### config.mk
export PLATFORM = sky130hd
export DESIGN_NAME = drmem_arb2_flat
export DESIGN_NICKNAME = d
export VERILOG_FILES = /design/src/rtl/drmem_arb2_pkg.sv /design/src/rtl/drmem_arb2_if.sv /design/src/rtl/drmem_rr2.sv /design/src/rtl/drmem_arb2.sv /design/src/flat_wrapper.sv
export SDC_FILE = /design/constraint.sdc
export NUM_CORES = 1
export LEC_CHECK = 0
export ABC_AREA = 1
export ABC_CLOCK_PERIOD_IN_PS = 1600
export CORE_MARGIN = 4
export CORE_UTILIZATION = 37
export CTS_CLUSTER_DIAMETER = 60
export DETAILED_ROUTE_END_ITERATION = 10
export PLACE_DENSITY = 0.88
export SETUP_SLACK_MARGIN = 0.1
export SYNTH_ARGS = -nofsm -noshare
export SYNTH_HDL_FRONTEND = slang
export SYNTH_SLANG_ARGS = --single-unit
### constraint.sdc
create_clock -name clk -period 1.6 [get_ports clk]
set_input_delay 0.16 -clock clk [delete_from_list [all_inputs] [get_ports clk]]
set_output_delay 0.16 -clock clk [all_outputs]
set_load 0.1 [all_outputs]
### src/rtl/drmem_arb2_pkg.sv
// rtl/drmem_arb2_pkg.sv - shared constants and types for the DR-to-memory arbiter
//
// Purpose: payload widths, tag position, directory-slice id and stats width
//          used by drmem_arb2, drmem_rr2 and drmem_arb2_if.
// Ports:   none (package).
// Optional feature macro: DRMEM_ARB_STATS_EN (consumed by drmem_arb2).
package drmem_arb2_pkg;

  localparam int REQ_W   = 64;          // flattened I_drtomem_req_type
  localparam int ACK_W   = 64;          // flattened I_memtodr_ack_type
  localparam int TAG_W   = 4;           // request/ack tag width
  localparam int TAG_LSB = 0;           // tag sits in payload bits [TAG_LSB +: TAG_W]
  localparam int NTAG    = 1 << TAG_W;  // outstanding-tag table depth
  localparam int STAT_W  = 16;          // grant counter width

  typedef enum logic {
    DR0 = 1'b0,
    DR1 = 1'b1
  } dr_id_e;

  function automatic dr_id_e other_dr(input dr_id_e id);
    return (id == DR0) ? DR1 : DR0;
  endfunction

endpackage

### src/rtl/drmem_arb2_if.sv
// rtl/drmem_arb2_if.sv - bundle of all arbiter-facing handshake channels
//
// Purpose: groups the two directory request/ack channels, the memory
//          request/ack channels and the orphan-ack error flag.
// Modports:
//   slave  - the arbiter (drmem_arb2) side.
//   master - the environment side (directory slices and memory).
interface drmem_arb2_if;
  import drmem_arb2_pkg::*;

  logic             dr0_req_valid, dr0_req_retry;
  logic [REQ_W-1:0] dr0_req;
  logic             dr1_req_valid, dr1_req_retry;
  logic [REQ_W-1:0] dr1_req;
  logic             drtomem_req_valid, drtomem_req_retry;
  logic [REQ_W-1:0] drtomem_req;
  logic             memtodr_ack_valid, memtodr_ack_retry;
  logic [ACK_W-1:0] memtodr_ack;
  logic             dr0_ack_valid, dr0_ack_retry;
  logic [ACK_W-1:0] dr0_ack;
  logic             dr1_ack_valid, dr1_ack_retry;
  logic [ACK_W-1:0] dr1_ack;
  logic             err_orphan_ack;

  modport slave (
    input  dr0_req_valid, dr0_req, dr1_req_valid, dr1_req,
    output dr0_req_retry, dr1_req_retry,
    output drtomem_req_valid, drtomem_req,
    input  drtomem_req_retry,
    input  memtodr_ack_valid, memtodr_ack,
    output memtodr_ack_retry,
    output dr0_ack_valid, dr0_ack, dr1_ack_valid, dr1_ack,
    input  dr0_ack_retry, dr1_ack_retry,
    output err_orphan_ack
  );

  modport master (
    output dr0_req_valid, dr0_req, dr1_req_valid, dr1_req,
    input  dr0_req_retry, dr1_req_retry,
    input  drtomem_req_valid, drtomem_req,
    output drtomem_req_retry,
    output memtodr_ack_valid, memtodr_ack,
    input  memtodr_ack_retry,
    input  dr0_ack_valid, dr0_ack, dr1_ack_valid, dr1_ack,
    output dr0_ack_retry, dr1_ack_retry,
    input  err_orphan_ack
  );

endinterface

### src/rtl/drmem_rr2.sv
// rtl/drmem_rr2.sv - two-input round-robin arbiter
//
// Purpose: grants one of two eligible requesters; the pointer side wins a tie
//          and the pointer always moves to the side opposite the winner.
// Ports:
//   clk     - clock
//   reset   - synchronous active-low reset (pointer -> DR0)
//   elig_i  - per-side eligibility, bit n = DRn
//   gnt_o   - one-hot grant (combinational), bit n = DRn
module drmem_rr2
  import drmem_arb2_pkg::*;
(
  input  logic       clk,
  input  logic       reset,
  input  logic [1:0] elig_i,
  output logic [1:0] gnt_o
);

  dr_id_e ptr_q, ptr_d;

  always_comb begin
    gnt_o = 2'b00;
    ptr_d = ptr_q;
    if (elig_i == 2'b11) begin
      gnt_o = (ptr_q == DR0) ? 2'b01 : 2'b10;
      ptr_d = other_dr(ptr_q);
    end else if (elig_i[0]) begin
      gnt_o = 2'b01;
      ptr_d = DR1;
    end else if (elig_i[1]) begin
      gnt_o = 2'b10;
      ptr_d = DR0;
    end
  end

  always_ff @(posedge clk) begin
    if (!reset) ptr_q <= DR0;
    else        ptr_q <= ptr_d;
  end

endmodule

### src/rtl/drmem_arb2.sv
// rtl/drmem_arb2.sv - shares the memory request port between DR0/DR1 and routes acks
//
// Purpose: one-entry registered request buffer fed by a round-robin arbiter,
//          an outstanding-tag table (busy/owner) and a one-entry ack buffer
//          that returns each ack to the slice that issued the tag.
// Ports:
//   clk      - clock
//   reset    - synchronous active-low reset
//   bus      - drmem_arb2_if.slave: DR request/ack channels, memory request/ack
//              channels, sticky err_orphan_ack
//   gnt_cnt0 - (DRMEM_ARB_STATS_EN only) saturating count of DR0 accepts
//   gnt_cnt1 - (DRMEM_ARB_STATS_EN only) saturating count of DR1 accepts
module drmem_arb2
  import drmem_arb2_pkg::*;
(
  input  logic              clk,
  input  logic              reset,
  drmem_arb2_if.slave       bus
`ifdef DRMEM_ARB_STATS_EN
  ,
  output logic [STAT_W-1:0] gnt_cnt0,
  output logic [STAT_W-1:0] gnt_cnt1
`endif
);

  logic             req_vld_q, req_vld_d;
  logic [REQ_W-1:0] req_q, req_d;
  logic             ack_vld_q, ack_vld_d;
  logic [ACK_W-1:0] ack_q, ack_d;
  dr_id_e           ack_dst_q, ack_dst_d;
  logic [NTAG-1:0]  busy_q, busy_d;
  logic [NTAG-1:0]  owner_q, owner_d;   // 1 = DR1 owns the tag
  logic             err_q, err_d;

  logic [TAG_W-1:0] tag0, tag1, win_tag, ack_tag;
  logic             req_can_acc, ack_dst_retry, ack_drain, ack_cap;
  logic [1:0]       elig, gnt;

  assign tag0    = bus.dr0_req[TAG_LSB +: TAG_W];
  assign tag1    = bus.dr1_req[TAG_LSB +: TAG_W];
  assign ack_tag = bus.memtodr_ack[TAG_LSB +: TAG_W];
  assign win_tag = gnt[1] ? tag1 : tag0;

  // Buffer accepts when empty or draining, giving full throughput.
  assign req_can_acc = !req_vld_q || !bus.drtomem_req_retry;

  // Eligibility uses registered busy only: a tag freed by an ack this cycle
  // is still seen busy, so the request naturally retries once.
  assign elig[0] = reset && bus.dr0_req_valid && req_can_acc && !busy_q[tag0];
  assign elig[1] = reset && bus.dr1_req_valid && req_can_acc && !busy_q[tag1];

  drmem_rr2 u_rr (
    .clk    (clk),
    .reset  (reset),
    .elig_i (elig),
    .gnt_o  (gnt)
  );

  assign ack_dst_retry = (ack_dst_q == DR0) ? bus.dr0_ack_retry : bus.dr1_ack_retry;
  assign ack_drain     = ack_vld_q && !ack_dst_retry;
  assign ack_cap       = bus.memtodr_ack_valid && !bus.memtodr_ack_retry;

  assign bus.dr0_req_retry     = !gnt[0];
  assign bus.dr1_req_retry     = !gnt[1];
  assign bus.drtomem_req_valid = req_vld_q;
  assign bus.drtomem_req       = req_q;
  assign bus.memtodr_ack_retry = !reset || (ack_vld_q && ack_dst_retry);
  assign bus.dr0_ack_valid     = ack_vld_q && (ack_dst_q == DR0);
  assign bus.dr1_ack_valid     = ack_vld_q && (ack_dst_q == DR1);
  assign bus.dr0_ack           = ack_q;
  assign bus.dr1_ack           = ack_q;
  assign bus.err_orphan_ack    = err_q;

  always_comb begin
    req_vld_d = req_vld_q && bus.drtomem_req_retry;
    req_d     = req_q;
    busy_d    = busy_q;
    owner_d   = owner_q;
    ack_vld_d = ack_vld_q && !ack_drain;
    ack_d     = ack_q;
    ack_dst_d = ack_dst_q;
    err_d     = err_q;

    if (|gnt) begin
      req_vld_d        = 1'b1;
      req_d            = gnt[1] ? bus.dr1_req : bus.dr0_req;
      busy_d[win_tag]  = 1'b1;
      owner_d[win_tag] = gnt[1];
    end

    // Allocation only hits free tags and clearing only hits busy ones, so the
    // two updates never collide on the same entry.
    if (ack_cap) begin
      if (busy_q[ack_tag]) begin
        busy_d[ack_tag] = 1'b0;
        ack_vld_d       = 1'b1;
        ack_d           = bus.memtodr_ack;
        ack_dst_d       = dr_id_e'(owner_q[ack_tag]);
      end else begin
        err_d = 1'b1;
      end
    end
  end

  always_ff @(posedge clk) begin
    if (!reset) begin
      req_vld_q <= 1'b0;
      req_q     <= '0;
      ack_vld_q <= 1'b0;
      ack_q     <= '0;
      ack_dst_q <= DR0;
      busy_q    <= '0;
      owner_q   <= '0;
      err_q     <= 1'b0;
    end else begin
      req_vld_q <= req_vld_d;
      req_q     <= req_d;
      ack_vld_q <= ack_vld_d;
      ack_q     <= ack_d;
      ack_dst_q <= ack_dst_d;
      busy_q    <= busy_d;
      owner_q   <= owner_d;
      err_q     <= err_d;
    end
  end

`ifdef DRMEM_ARB_STATS_EN
  logic [STAT_W-1:0] cnt0_q, cnt0_d, cnt1_q, cnt1_d;

  assign cnt0_d = (gnt[0] && (cnt0_q != '1)) ? cnt0_q + STAT_W'(1) : cnt0_q;
  assign cnt1_d = (gnt[1] && (cnt1_q != '1)) ? cnt1_q + STAT_W'(1) : cnt1_q;

  always_ff @(posedge clk) begin
    if (!reset) begin
      cnt0_q <= '0;
      cnt1_q <= '0;
    end else begin
      cnt0_q <= cnt0_d;
      cnt1_q <= cnt1_d;
    end
  end

  assign gnt_cnt0 = cnt0_q;
  assign gnt_cnt1 = cnt1_q;
`endif

endmodule

### src/flat_wrapper.sv
// flat-port wrapper written by rule: the top's interface ports become plain ports
module drmem_arb2_flat import drmem_arb2_pkg::*;
  (clk, reset, bus_dr0_req_valid, bus_dr0_req, bus_dr1_req_valid, bus_dr1_req, bus_dr0_req_retry, bus_dr1_req_retry, bus_drtomem_req_valid, bus_drtomem_req, bus_drtomem_req_retry, bus_memtodr_ack_valid, bus_memtodr_ack, bus_memtodr_ack_retry, bus_dr0_ack_valid, bus_dr0_ack, bus_dr1_ack_valid, bus_dr1_ack, bus_dr0_ack_retry, bus_dr1_ack_retry, bus_err_orphan_ack);
  drmem_arb2_if bus_i ();
  input  logic clk;
  input  logic reset;
  input wire logic [$bits(bus_i.dr0_req_valid)-1:0] bus_dr0_req_valid;
  input wire logic [$bits(bus_i.dr0_req)-1:0] bus_dr0_req;
  input wire logic [$bits(bus_i.dr1_req_valid)-1:0] bus_dr1_req_valid;
  input wire logic [$bits(bus_i.dr1_req)-1:0] bus_dr1_req;
  output wire logic [$bits(bus_i.dr0_req_retry)-1:0] bus_dr0_req_retry;
  output wire logic [$bits(bus_i.dr1_req_retry)-1:0] bus_dr1_req_retry;
  output wire logic [$bits(bus_i.drtomem_req_valid)-1:0] bus_drtomem_req_valid;
  output wire logic [$bits(bus_i.drtomem_req)-1:0] bus_drtomem_req;
  input wire logic [$bits(bus_i.drtomem_req_retry)-1:0] bus_drtomem_req_retry;
  input wire logic [$bits(bus_i.memtodr_ack_valid)-1:0] bus_memtodr_ack_valid;
  input wire logic [$bits(bus_i.memtodr_ack)-1:0] bus_memtodr_ack;
  output wire logic [$bits(bus_i.memtodr_ack_retry)-1:0] bus_memtodr_ack_retry;
  output wire logic [$bits(bus_i.dr0_ack_valid)-1:0] bus_dr0_ack_valid;
  output wire logic [$bits(bus_i.dr0_ack)-1:0] bus_dr0_ack;
  output wire logic [$bits(bus_i.dr1_ack_valid)-1:0] bus_dr1_ack_valid;
  output wire logic [$bits(bus_i.dr1_ack)-1:0] bus_dr1_ack;
  input wire logic [$bits(bus_i.dr0_ack_retry)-1:0] bus_dr0_ack_retry;
  input wire logic [$bits(bus_i.dr1_ack_retry)-1:0] bus_dr1_ack_retry;
  output wire logic [$bits(bus_i.err_orphan_ack)-1:0] bus_err_orphan_ack;
  assign bus_i.dr0_req_valid = bus_dr0_req_valid;
  assign bus_i.dr0_req = bus_dr0_req;
  assign bus_i.dr1_req_valid = bus_dr1_req_valid;
  assign bus_i.dr1_req = bus_dr1_req;
  assign bus_dr0_req_retry = bus_i.dr0_req_retry;
  assign bus_dr1_req_retry = bus_i.dr1_req_retry;
  assign bus_drtomem_req_valid = bus_i.drtomem_req_valid;
  assign bus_drtomem_req = bus_i.drtomem_req;
  assign bus_i.drtomem_req_retry = bus_drtomem_req_retry;
  assign bus_i.memtodr_ack_valid = bus_memtodr_ack_valid;
  assign bus_i.memtodr_ack = bus_memtodr_ack;
  assign bus_memtodr_ack_retry = bus_i.memtodr_ack_retry;
  assign bus_dr0_ack_valid = bus_i.dr0_ack_valid;
  assign bus_dr0_ack = bus_i.dr0_ack;
  assign bus_dr1_ack_valid = bus_i.dr1_ack_valid;
  assign bus_dr1_ack = bus_i.dr1_ack;
  assign bus_i.dr0_ack_retry = bus_dr0_ack_retry;
  assign bus_i.dr1_ack_retry = bus_dr1_ack_retry;
  assign bus_err_orphan_ack = bus_i.err_orphan_ack;
  drmem_arb2 u_core (.clk(clk), .reset(reset), .bus(bus_i));
endmodule
# Yosys cells after proc, flatten, opt, wreduce, memory -nomap -nowiden
# Index checks and enable logic that the tools add are counted.
[word_totals]
reg_bits = 165
elab_cells = 82
output_inout_bits = 199
inputBits = 200
[classes]
reduce_logical = 31
order_cmp = 6
n_eq_ne = 1
bitwise = 5
n_mux = 30
[ops]
columns = ["op", "n"]
rows = [
  ["64-bit 2-to-1 mux", 1],
  ["16-bit 2-to-1 mux", 3],
  ["4-bit by 5-bit < comparator with 1-bit output, second input constant", 4],
  ["16-bit bitwise AND", 1],
  ["1-bit binary-select mux with 4-bit select", 4],
  ["16-bit bitwise mux", 1],
  ["16-bit inverter", 1],
  ["16-bit bitwise OR", 1],
  ["1-bit logical AND", 15],
  ["1-bit 2-to-1 mux", 14],
  ["1-bit logical NOT", 10],
  ["1-bit demux with 4-bit select", 2],
  ["4-bit by 1-bit >= comparator with 1-bit output, second input constant", 2],
  ["2-bit 2-to-1 mux", 4],
  ["4-bit 2-to-1 mux", 1],
  ["2-bit AND reduction", 2],
  ["3-bit nonzero test", 1],
  ["2-bit == test, second input constant", 1],
  ["1-bit logical OR", 2],
  ["1-bit inverter", 2],
  ["2-bit OR reduction", 1],
]

# Logic depth before layout (Yosys ltp)
[depth]
ltp_word = 17
mapped_depth = 16
mapped_depth_nobuf = 14

# Hierarchy
# From an unflattened synthesis, not the netlist that was laid out.
[unflattened]
cells_unflattened = 1366
area_unflattened_um2 = 8572.0
[by_module_without_submodules]
columns = ["module", "seq_area_each_um2", "cells_per_inst", "area_per_inst_um2", "instances"]
rows = [
  ["drmem_arb2", 3283.1, 1357, 8514.4, 1],
  ["drmem_rr2", 20.0, 9, 57.6, 1],
]

# Least setup slack after synthesis
# No wires, ideal clock.
[synth_timing]
path_type = "reg2out"
start = "register u_core.ack_vld_q"
end = "output port bus_memtodr_ack_retry"
path_buffers = 0
stages_incl_launch_ff = 5
arrival_ns = 2.653
t_required_ns = 1.440
slack_ns = -1.213
cell_sequence = "dfxtp_1 inv_1 nor2_1 a22oi_1 nand2_1"
[synth_between]
elab_chain_cells = 2
[synth_lines]
columns = ["item", "line", "source"]
rows = [
  ["start, declared", "drmem_arb2.sv:28", "logic ack_vld_q, ack_vld_d;"],
  ["start signal, assigned", "drmem_arb2.sv:118", "ack_vld_q <= ack_vld_d;"],
  ["1-bit logical AND", "drmem_arb2.sv:67", "assign bus.memtodr_ack_retry = !reset || (ack_vld_q && ack_dst_retry);"],
  ["1-bit logical OR", "drmem_arb2.sv:67", ""],
  ["end, declared", "flat_wrapper.sv:18", "output wire logic [$bits(bus_i.memtodr_ack_retry)-1:0] bus_memtodr_ack_retry;"],
]
# Every way passes these cells.

# Worst setup path in the final report
[layout_timing]
start = "register u_core.busy_q[1]"
end = "register u_core.busy_q[14]"
[layout_between]
elab_chain_cells = 17
elab_cells_between_ends = 26
cone_classes = "order compare: 2; eq/ne: 1; mux: 15; bitwise: 2; reduce/logical: 6"
[layout_lines]
columns = ["item", "line", "source"]
rows = [
  ["start, declared", "drmem_arb2.sv:31", "logic [NTAG-1:0] busy_q, busy_d;"],
  ["start signal, assigned", "drmem_arb2.sv:121", "busy_q <= busy_d;"],
  ["1-bit binary-select mux with 4-bit select", "drmem_arb2.sv:50", "assign elig[1] = reset && bus.dr1_req_valid && req_can_acc && !busy_q[tag1];"],
  ["1-bit 2-to-1 mux (not written as such)", "drmem_arb2.sv:50", ""],
  ["1-bit logical NOT", "drmem_arb2.sv:50", ""],
  ["1-bit logical AND", "drmem_arb2.sv:50", ""],
  ["2-bit 2-to-1 mux", "drmem_rr2.sv:30", "end else if (elig_i[1]) begin"],
  ["2-bit 2-to-1 mux", "drmem_rr2.sv:27", "end else if (elig_i[0]) begin"],
  ["2-bit 2-to-1 mux", "drmem_rr2.sv:24", "if (elig_i == 2'b11) begin"],
  ["4-bit 2-to-1 mux", "drmem_arb2.sv:42", "assign win_tag = gnt[1] ? tag1 : tag0;"],
  ["4-bit by 5-bit < comparator with 1-bit output (not written as such) or 4-bit by 1-bit >= comparator with 1-bit output (tied branches)", "drmem_arb2.sv:87", "busy_d[win_tag] = 1'b1;"],
  ["1-bit logical AND (not written as such)", "drmem_arb2.sv:87", ""],
  ["1-bit 2-to-1 mux (not written as such)", "drmem_arb2.sv:87", ""],
  ["1-bit demux with 4-bit select", "n/a", ""],
  ["16-bit bitwise OR (no line)", "n/a", ""],
  ["16-bit 2-to-1 mux", "drmem_arb2.sv:84", "if (|gnt) begin"],
  ["16-bit bitwise AND (no line)", "n/a", ""],
  ["16-bit 2-to-1 mux", "drmem_arb2.sv:94", "if (busy_q[ack_tag]) begin"],
  ["16-bit 2-to-1 mux (*)", "drmem_arb2.sv:93", "if (ack_cap) begin"],
]
# Mark *: on every way between the ends. The rest lies on a longest branch, timed or not. The select of a mux whose other input is x is not followed.
# A chain may end at the register's enable or synchronous reset.

==> out/metrics.csv <==
metric,value,unit
Max Fclk,0.373,GHz
Period minus WS final,2.68,ns
Hold Path Class,in -> reg,
"Cell Count, Final, Fillers Out",1912,
endpoints failing hold,0,
final slew viol count,0,
grt total ovfl,0,
"most common cell after layout, fill and taps aside",buf_12,
Synth Register Bits,165,
DR iter-0 viols,1892,
simple-gate area share of the yosys netlist,0.279,
instance count of the mapped netlist,1124,
largest family of logic cells by synthesized area,simple AND/OR/NAND/NOR gates,
Worst Skew,0.0199,ns
largest net degree at the start of global routing,125,
Worst Setup SP,u_core.busy_q[1],
status,"finished, violations left",
crit share post-route,1.68,
number of vias per cell,6.32,
routability cong.,0.951,
"antenna viol nets, final",0,
drc violations,38,
worst-path cell chain,"inv_2, buf_4, nand2_1, nand3_1, nand3_1, nand3_2, nand4_4, buf_12, nand2_8, buf_8, buf_6, nand2_4, nand2_2, nor2_4, buf_12, a21oi_4, nor2_2",
CTS Root Cell,clkbuf_16,
Num CTS Buffers,17,
antenna violations before repair,12,
maximum clock insertion buffer count,2,
number of global-route vias before repair,11200,
Pwr Density,761,nW/µm²
Skew-Pair Late Insertion Delay,0.45,ns
first-pass GRT wire length,66.0,mm
CP max-delay cell,dfxtp_2,
die footprint,24800,µm²
crit path launch type,flip-flop,
clock-pin slew on the worst setup and hold paths,0.08,ns
Post-Synthesis Cell Area,8280,µm²
Critical Path Fanout Max,12,
Final Util,0.883,
multiplexer share of the synthesized area,0,
Cell variety after synth,32,
post-DP HPWL,26.9,mm
"Setup violations, final",170,
RSZ-0062 raised after global routing,true,
placed insts,1771,
Vias,12100,
adder-cell share of the synthesized area,0,
syn_nets,1324,
leakage,7.89,nW
"commonest cells after routing, fill and taps aside","235 x buf_12, 193 x clkdlybuf4s50_1, 99 x buf_4",
I/O pins,399,
first-pass iteration count of the detailed router,11,
Peak supply drop,0.723,mV
Synth Area in Compound Gates,0.160,
Port Buffers,398,
worst rel slew slack,0.448,
Final WS setup,-1.08,ns
post-synth top area cell,dfxtp_1,
Post-Synth XOR/XNOR Area,0,
core area,21900,µm²
CP Class,reg -> reg,
r2r endpoint,u_core.busy_q[14],
starting density of the core,0.378,
CTS tree,built,
synth top area cells,"dfxtp_1 40%, nand3_1 11%, nor2_1 6.8%, buf_4 6.2%, nand2_1 6.2%",
largest stage delay on the critical path,0.35,ns
total wire length,62.6,mm
layout cell share with drive strength beyond 1,0.574,
hold slack,0.335,ns
"Seq/Total Area, Yosys",0.399,
Horiz. Die Dim,158,µm
cts hold-fix bufs,0,
clk sinks,165,
crit path DAT,3.00,ns
Cell Rows,54,
Area growth syn-to-layout,134,%
htree depth,4,
Synth Area per Inst,7.36,µm²
Worst-Margin Slew,0.829,ns
Yosys warnings,0,
max-cap check violation count,0,
failing checks,"DRC, setup timing",
Die Ht,158,µm
reg2reg setup slack,-1.08,ns
area share of the largest cell type after synthesis,0.399,
"Req. time, crit path",1.92,ns
final net count,1808,
Reg-to-Reg Start,u_core.busy_q[1],
crit path to,u_core.busy_q[14],
R2R depth,17,
crit path capture type,flip-flop,
drt wl/cell,32.7,µm
GRT Total Usage,0.343,
-- cell type report --
cell class / instances / area, µm²
timing repair buffer: 609 / 8900
clock inverter: 13 / 121
fill: 731 / 2550
inverter: 103 / 414
sequential: 165 / 3400
tap: 280 / 350
clock buffer: 19 / 453
antenna: 11 / 27.5
multi-input combinational: 710 / 5630
timing repair inverter: 2 / 36.3
-- how the worst min path moves through the flow --
stage	start	cells after the start	endpoint	slack (ns)
global route	bus_memtodr_ack[58]	3	u_core.bus.dr0_ack[58]	0.34
floorplan	bus_memtodr_ack[10]	2	u_core.bus.dr0_ack[10]	0.29
global placement	u_core.owner_q[5]	2	u_core.owner_q[5]	0.45
finish	bus_memtodr_ack[1]	4	u_core.bus.dr0_ack[1]	0.33
detailed placement	u_core.owner_q[12]	2	u_core.owner_q[12]	0.46
CTS	bus_memtodr_ack[36]	3	u_core.bus.dr0_ack[36]	0.28
-- per-stage QoR --
step	setup WS (ns)	area [µm²]	setup TNS [ns]	power, mW
6_report	-1.08	19300	-114.96	14.7
5_1_grt	-1.18	19300	-131.08	14.9
4_1_cts	-0.568	17500	-52.69	13.6
3_5_place_dp	-0.994	15100	-136.26	9.23
3_3_place_gp	-0.860	15100	-125.26	9.13
2_1_floorplan	-0.412	8760	-42.49	7.24
-- Yosys cell counts --
cell      count
o211ai_1     66
buf_2        32
nand4_4       1
o21ai_0      82
nand3_2       4
a31oi_1       1
nand2_2       9
nor2_4        7
nand3_1     179
buf_6        15
a211oi_1      1
nor2_1      150
nor3_1        1
inv_2         2
a22o_1        1
o31ai_1       4
o22ai_1       8
nor2_2        5
a22oi_1       5
nand2_1     136
a21oi_2      17
dfxtp_1     165
buf_1         3
a21oi_1      22
nor2_8        1
inv_1       101
o211ai_2      1
clkbuf_1     28
or2_2         1
nand2_4       7
o21ai_1       1
buf_4        68
-- report_power, final --
group	switching (mW)	leakage [nW]	internal, mW
registers	0.302	1.38	4.33
logic	3.49	6.24	2.35
clock network	2.11	0.269	2.13
total	5.90	7.89	8.81
-- state kept, by name, indices dropped and copies added, names as in the netlist --
name / count
u_core.ack_dst_q: 1
u_core.ack_vld_q: 1
u_core.bus.dr0_ack: 64
u_core.bus.drtomem_req: 64
u_core.bus.drtomem_req_valid: 1
u_core.bus.err_orphan_ack: 1
u_core.busy_q: 16
u_core.owner_q: 16
u_core.u_rr.ptr_q: 1
-- layer usage --
layer  up-vias  wire length, µm  GRT usage
met4         8             6970      0.240
met2      1389            28300      0.592
met1      5474            18800      0.364
met3       554             8400     0.0918
met5         -               90          0
li1       4658                -          -
-- worst max-delay path, delay by kind of cell, from the launching register on --
family	cells	cell delay [ns]
AOI/OAI and AO/OA	1	0.11
and+or+nand+nor	10	1.30
DFF	1	0.35
buffers and inverters	6	0.78
-- timing repair --
action,in CTS,in global routing
endpoints found under the setup margin,169,169
gates resized for setup,289,318
pin swaps,59,114
gates cloned,27,16
buffers inserted,31,34
-- logic make-up after synthesis --
group	after synthesis
compound gates	209
buf+inv	249
flops	165
simple gates	501
Note: power is estimated with default switching activity, not from simulation.
